### config.mk
export PLATFORM = sky130hd
export DESIGN_NAME = fp_pipe_skid_reg
export DESIGN_NICKNAME = d
export VERILOG_FILES = /design/src/rtl/fp_pipe_pkg.sv /design/src/rtl/fp_pipe_data_reg.sv /design/src/rtl/fp_pipe_skid_reg.sv
export SDC_FILE = /design/constraint.sdc
export NUM_CORES = 1
export LEC_CHECK = 0
export ABC_CLOCK_PERIOD_IN_PS = 4700
export BUFFER_PORTS_ARGS = -buffer_cell sky130_fd_sc_hd__buf_2
export CORE_MARGIN = 2
export CORE_UTILIZATION = 40
export DETAILED_ROUTE_END_ITERATION = 8
export HOLD_SLACK_MARGIN = 0.05
export PLACE_DENSITY_LB_ADDON = 0.15
export SLEW_MARGIN = 20
export SYNTH_ARGS = -nofsm -noshare
export SYNTH_HDL_FRONTEND = slang
export SYNTH_HIERARCHICAL = 1
export SYNTH_SLANG_ARGS = --single-unit
### constraint.sdc
create_clock -name clk -period 4.7 [get_ports clk]
set_input_delay 0.94 -clock clk [delete_from_list [all_inputs] [get_ports clk]]
set_output_delay 0.94 -clock clk [all_outputs]
set_load 0.1 [all_outputs]
### src/rtl/fp_pipe_pkg.sv
// fp_pipe_pkg: shared state encodings and payload widths for the FP inter-stage pipeline registers
package fp_pipe_pkg;
    // State is the pair {skid_v, main_v}, so the encodings double as the valid bits
    localparam logic [1:0] ST_EMPTY = 2'b00;
    localparam logic [1:0] ST_FULL1 = 2'b01;
    localparam logic [1:0] ST_FULL2 = 2'b11;
    // mul->add: rm, sign, exp10, inf/nan, 23-bit frac, two 24-bit product halves
    localparam int FP_M2A_DW = 2 + 1 + 10 + 1 + 23 + 24 + 24;
    // add->round: rm, sign, exp10, inf, nan, 28-bit sum with guard/round/sticky
    localparam int FP_A2R_DW = 2 + 1 + 10 + 1 + 1 + 28;
endpackage

### src/rtl/fp_pipe_data_reg.sv
// fp_pipe_data_reg: DW-wide enable register, optionally cleared on reset
module fp_pipe_data_reg #(
    parameter int DW          = 64,
    parameter bit RST_PAYLOAD = 1
) (
    input  logic          clk,
    input  logic          rst_n,
    input  logic          en,
    input  logic [DW-1:0] d,
    output logic [DW-1:0] q
);
    generate
        if (RST_PAYLOAD) begin : g_rst
            // Payload cleared on reset, loads only when enabled
            always_ff @(posedge clk or negedge rst_n)
                if (!rst_n) q <= '0;
                else if (en) q <= d;
        end else begin : g_nrst
            logic unused_rst;
            assign unused_rst = rst_n;
            // Payload left uninitialised on reset to save the reset fan-out
            always_ff @(posedge clk)
                if (en) q <= d;
        end
    endgenerate
endmodule

### src/rtl/fp_pipe_skid_reg.sv
// fp_pipe_skid_reg: elastic valid/ready pipeline register with optional skid entry and flush
module fp_pipe_skid_reg
    import fp_pipe_pkg::*;
#(
    parameter int DW          = 64,
    parameter bit SKID        = 1,
    parameter bit RST_PAYLOAD = 1
) (
    input  logic          clk,
    input  logic          rst_n,
    input  logic          flush,
    input  logic          in_valid,
    output logic          in_ready,
    input  logic [DW-1:0] in_data,
    output logic          out_valid,
    input  logic          out_ready,
    output logic [DW-1:0] out_data,
    output logic [1:0]    occ
);
    logic          main_v, skid_v, main_en, skid_en, acc, take;
    logic [1:0]    st, nxt;
    logic [DW-1:0] main_q, skid_q, main_d;

    assign st        = {skid_v, main_v};
    assign in_ready  = (SKID ? !skid_v : (!main_v | out_ready)) & !flush;
    assign acc       = in_valid & in_ready;
    assign take      = out_valid & out_ready;
    assign out_valid = main_v;
    assign out_data  = main_q;
    // A full skid always refills main; otherwise main loads straight from upstream
    assign main_d    = skid_v ? skid_q : in_data;

    // Next state and payload load enables; flush overrides every transition
    always_comb begin
        nxt     = st;
        main_en = 1'b0;
        skid_en = 1'b0;
        if (flush) begin
            nxt = ST_EMPTY;
        end else if (!SKID) begin
            main_en = acc;
            nxt     = {1'b0, acc | (main_v & !take)};
        end else begin
            case (st)
                ST_EMPTY: begin
                    main_en = acc;
                    nxt     = acc ? ST_FULL1 : ST_EMPTY;
                end
                ST_FULL1: begin
                    main_en = acc & take;
                    skid_en = acc & !take;
                    nxt     = (acc & !take) ? ST_FULL2 : (!acc & take) ? ST_EMPTY : ST_FULL1;
                end
                ST_FULL2: begin
                    main_en = take;
                    nxt     = take ? ST_FULL1 : ST_FULL2;
                end
                default: nxt = ST_EMPTY;
            endcase
        end
    end

    // Valid bits and occupancy, lost immediately on reset
    always_ff @(posedge clk or negedge rst_n)
        if (!rst_n) begin
            main_v <= 1'b0;
            skid_v <= 1'b0;
            occ    <= 2'd0;
        end else begin
            main_v <= nxt[0];
            skid_v <= nxt[1];
            occ    <= {1'b0, nxt[0]} + {1'b0, nxt[1]};
        end

    fp_pipe_data_reg #(.DW(DW), .RST_PAYLOAD(RST_PAYLOAD)) u_main (
        .clk(clk), .rst_n(rst_n), .en(main_en), .d(main_d), .q(main_q)
    );

    fp_pipe_data_reg #(.DW(DW), .RST_PAYLOAD(RST_PAYLOAD)) u_skid (
        .clk(clk), .rst_n(rst_n), .en(skid_en), .d(in_data), .q(skid_q)
    );
endmodule
Yosys cells after proc, flatten, opt, wreduce, memory -nomap -nowiden --
Cells that the tools add are included.
Cells by class: bitwise gates (word level) 6, reductions and logical operators 5, mux-type cells 11, add/sub/neg operators 1, equal/unequal tests 2
Operators with widths (count):
- $mux 64 | 1
- $and 1x1->1 | 6
- $mux 2 | 3
- $pmux 2 s3 | 1
- $mux 1 | 5
- $logic_not 1->1 | 4
- $pmux 1 s3 | 1
- $add 1x1->2 | 1
- $eq 2x1->1 const B | 1
- $eq 2x2->1 const B | 1
- $logic_not 2->1 | 1
Word-level totals: register bits 132

Depth between registers and ports, before layout --
depth in word-level cells 10, depth in mapped cells 8

By module --
Netlist, hierarchy kept.
Modules (own cells, without submodules):
- fp_pipe_data_reg | cells an instance 135, seq. area each 1601.5 µm², times used 2, area an instance 2678.8 µm²
- fp_pipe_skid_reg | cells an instance 88, seq. area each 100.1 µm², times used 1, area an instance 1047.3 µm²

Worst setup path before layout --
OpenSTA, ideal clock, no wires.
path kind input port to output port, start point input flush, end point output in_ready, arrival 2.191 ns, required time 3.760 ns, stages on the path 1, setup slack 1.569 ns, cells stage by stage nor2_1
Between the ends: word-level cells in the longest chain between the ends 2
Ends and longest elaborated chain:
- start: declaration | RTL line fp_pipe_skid_reg.sv:11 | input logic flush,
- $logic_not 1->1 | RTL line fp_pipe_skid_reg.sv:25 | assign in_ready = (SKID ? !skid_v : (!main_v | out_ready)) & !flush;
- $and 1x1->1 | RTL line fp_pipe_skid_reg.sv:25
- end: declaration | RTL line fp_pipe_skid_reg.sv:13 | output logic in_ready,
Every way passes these cells.

Final worst setup path --
start point register skid_v, end point output in_ready
Between the ends: word-level cells in the longest chain between the ends 2
Ends and longest elaborated chain:
- start: declaration | RTL line fp_pipe_skid_reg.sv:20 | logic main_v, skid_v, main_en, skid_en, acc, take;
- start signal: assignment | RTL line fp_pipe_skid_reg.sv:71 | skid_v <= nxt[1];
- $logic_not 1->1 | RTL line fp_pipe_skid_reg.sv:25
- $and 1x1->1 | RTL line fp_pipe_skid_reg.sv:25
Every way passes these cells.

==> impl_metrics.tcl <==
set metrics [dict create \
    synth_cell_types 16 \
    cp.required_ns 3.76 \
    status "finished clean" \
    drv_slew 0 \
    ys_seq_area_share_pct 51.6 \
    ys_ff_latch 132 \
    postSynthAreaPerCell_um2 17.9 \
    cts.clk_slew.worst_paths_ns 0.05 \
    fp.coreArea_um2 15800 \
    htreeDepth 4 \
    via_per_inst 4.66 \
    cts.sinks 132 \
    via_count 3368 \
    finalNetCount 565 \
    wl_met3_um 856 \
    ys_warn_count 6 \
    stdcell_count 723 \
    drive_gt1_share_pct 71.8 \
    setup_viol 0 \
    cts_tree "built" \
    place_congestion 0.700 \
    track_usage_pct 15.5 \
    antenna_found_initial 1 \
    post_cts_resized 0 \
    worst_pin_slew_ns 1.07 \
    boundaryPins 137 \
    cts_inserted_buffers 17 \
    synth_largest_area_cell "dfrtp_1" \
    synth_top_area_share_pct 51.6 \
    rsz0062_at_grt "false" \
    yosys-top-cells-count "137 x mux2_4, 132 x dfrtp_1, 55 x mux2_2, 12 x buf_12" \
    synth_cells 358 \
    portBuffers 136 \
    fp.dieH_um 131 \
    hp-start "u_skid/q[41]$_DFFE_PN0P_" \
    area_growth_pct 19.8 \
    finClkSkew_ns 0.00786 \
    ir_drop_mv 0.280 \
    dieArea_um2 17000 \
    startpoint "skid_v$_DFF_PN0_" \
    cts-root-buf "clkbuf_16" \
    yosysMostFrequentCell "mux2_4" \
    fill_cells 1407 \
    final.min_clock_period_ns 2.93 \
    grt_pass1_wl_um 19900 \
    wl_met2_um 5710 \
    cp_max_fo 69 \
    finalHoldViolCount 0 \
    drt_iter0_markers 152 \
    r2r_setup_slack_ns 1.83 \
    critPathLaunchType "register" \
    hp-class "reg -> reg" \
    grt_pass1_vias 3651 \
    arrival_ns 1.99 \
    cts_setup_buffers 0 \
    synth_area_leaders "dfrtp_1 52%, mux2_4 32%, mux2_2 9.7%" \
    r2r_start "skid_v$_DFF_PN0_" \
    firstDrtPassIters 4 \
    p_per_area_nw_per_um2 574 \
    synth_fp_nets 428 \
    antenna_left 0 \
    leakagePower_nw 3.65 \
    row_count 46 \
    crit_path_end_kind "primary output" \
    fmax_mhz 342 \
    met1Wirelength_um 5940 \
    grt-ovfl-total 0 \
    grt_max_degree 96 \
    min_period_over_period_pct 62.2 \
    hpwl_um 7870 \
    clockBufferDepth 2 \
    netlist_area_um2 6400 \
    synthArstFlopShare_pct 100 \
    synth-edff-count 0 \
    route.top_layer_used "met4" \
    post_drt_wl_per_cell_um 17.5 \
    cts_hold_buf 0 \
    ys.flop_type "dfrtp_1" \
    drc_errors 0 \
    max_cap_violations 0 \
    diodes 0 \
    path_class "reg -> out" \
    relSlewSlack_pct 28.6 \
    die_w_um 131 \
    fin_setup_tns_ns 0 \
    clk_latency_ns 0.41 \
    finalWirelength_um 12700 \
    start_util_pct 40.6 \
    dp.cells 692 \
]
stage by stage:
stage | area [µm²] | worst slack, ns | hold WS [ns] | utilization, % | power (mW)
2_1_floorplan | 6400 | 1.57 | 0.475 | - | 2.84
3_3_place_gp | 7090 | 1.81 | 0.486 | 44.9 | 3.07
3_5_place_dp | 7090 | 1.78 | 0.486 | 44.9 | 3.10
4_1_cts | 7670 | 1.71 | 0.503 | 48.6 | 4.46
5_1_grt | 7670 | 1.62 | 0.510 | 48.6 | 4.58
6_report | 7670 | 1.77 | 0.501 | 48.6 | 4.40
layout by cell type (no fill, tap or decap), drive strengths merged:
master / instances
buf: 140
bufinv: 3
clkbuf: 22
clkinv: 5
clkinvlp: 1
dfrtp: 132
ha: 1
mux2: 192
nand2b: 1
nor2: 1
nor2b: 4
nor3: 1
nor3b: 1
o21ai: 1
o21bai: 1
or3b: 1
registers in the layout (all words and copies together) (netlist names):
name,flops
occ,2
out_valid,1
skid_v,1
u_main/q,64
u_skid/q,64
per-layer routing:
metal | GRT usage, % | up-vias
met5 | 0 | -
met4 | 5.63 | 0
met3 | 5.99 | 13
met2 | 22.9 | 90
met1 | 21.0 | 1716
li1 | - | 1549
critical path, cell delays in order, from the launching register on:
cell	delay, ns
dfrtp_4	1.13
nor2_1	0.10
buf_2	0.33
layout make-up:
cell class | instances | area [µm²] | share of cell area [%]
clock inverters | 9 | 130 | 1.70
flip-flops and latches | 132 | 3310 | 43.1
well taps | 216 | 270 | 3.52
multi-input cells | 204 | 2780 | 36.2
clock buffers | 22 | 454 | 5.92
repair buffers | 140 | 729 | 9.51
cell families after synthesis:
| group | after synthesis | synth area share, % |
|---|---|---|
| simple gates | 9 | 0.957 |
| fa+ha+maj | 1 | 0.195 |
| mux | 192 | 41.8 |
| compound gates | 2 | 0.254 |
| flops | 132 | 51.6 |
| buf+inv | 22 | 5.24 |
power breakdown:
part	switching (mW)	internal [mW]	total [mW]	leakage (nW)
registers	0.154	1.40	1.55	1.59
logic	1.05	0.476	1.52	1.77
clock network	0.483	0.844	1.33	0.284
total	1.68	2.72	4.40	3.65
path summary, 6_finish.rpt:
check / endpoint / cells after the start
max in group asynchronous: u_main/q[32]$_DFFE_PN0P_ / 2
hold / removal: u_skid/q[41]$_DFFE_PN0P_ / 1
min in group asynchronous: u_skid/q[28]$_DFFE_PN0P_ / 1
setup reg to reg: u_skid/q[29]$_DFFE_PN0P_ / 4
setup / recovery: in_ready / 2
hold reg to reg: u_skid/q[41]$_DFFE_PN0P_ / 1
(Power assumes the default switching activity.)
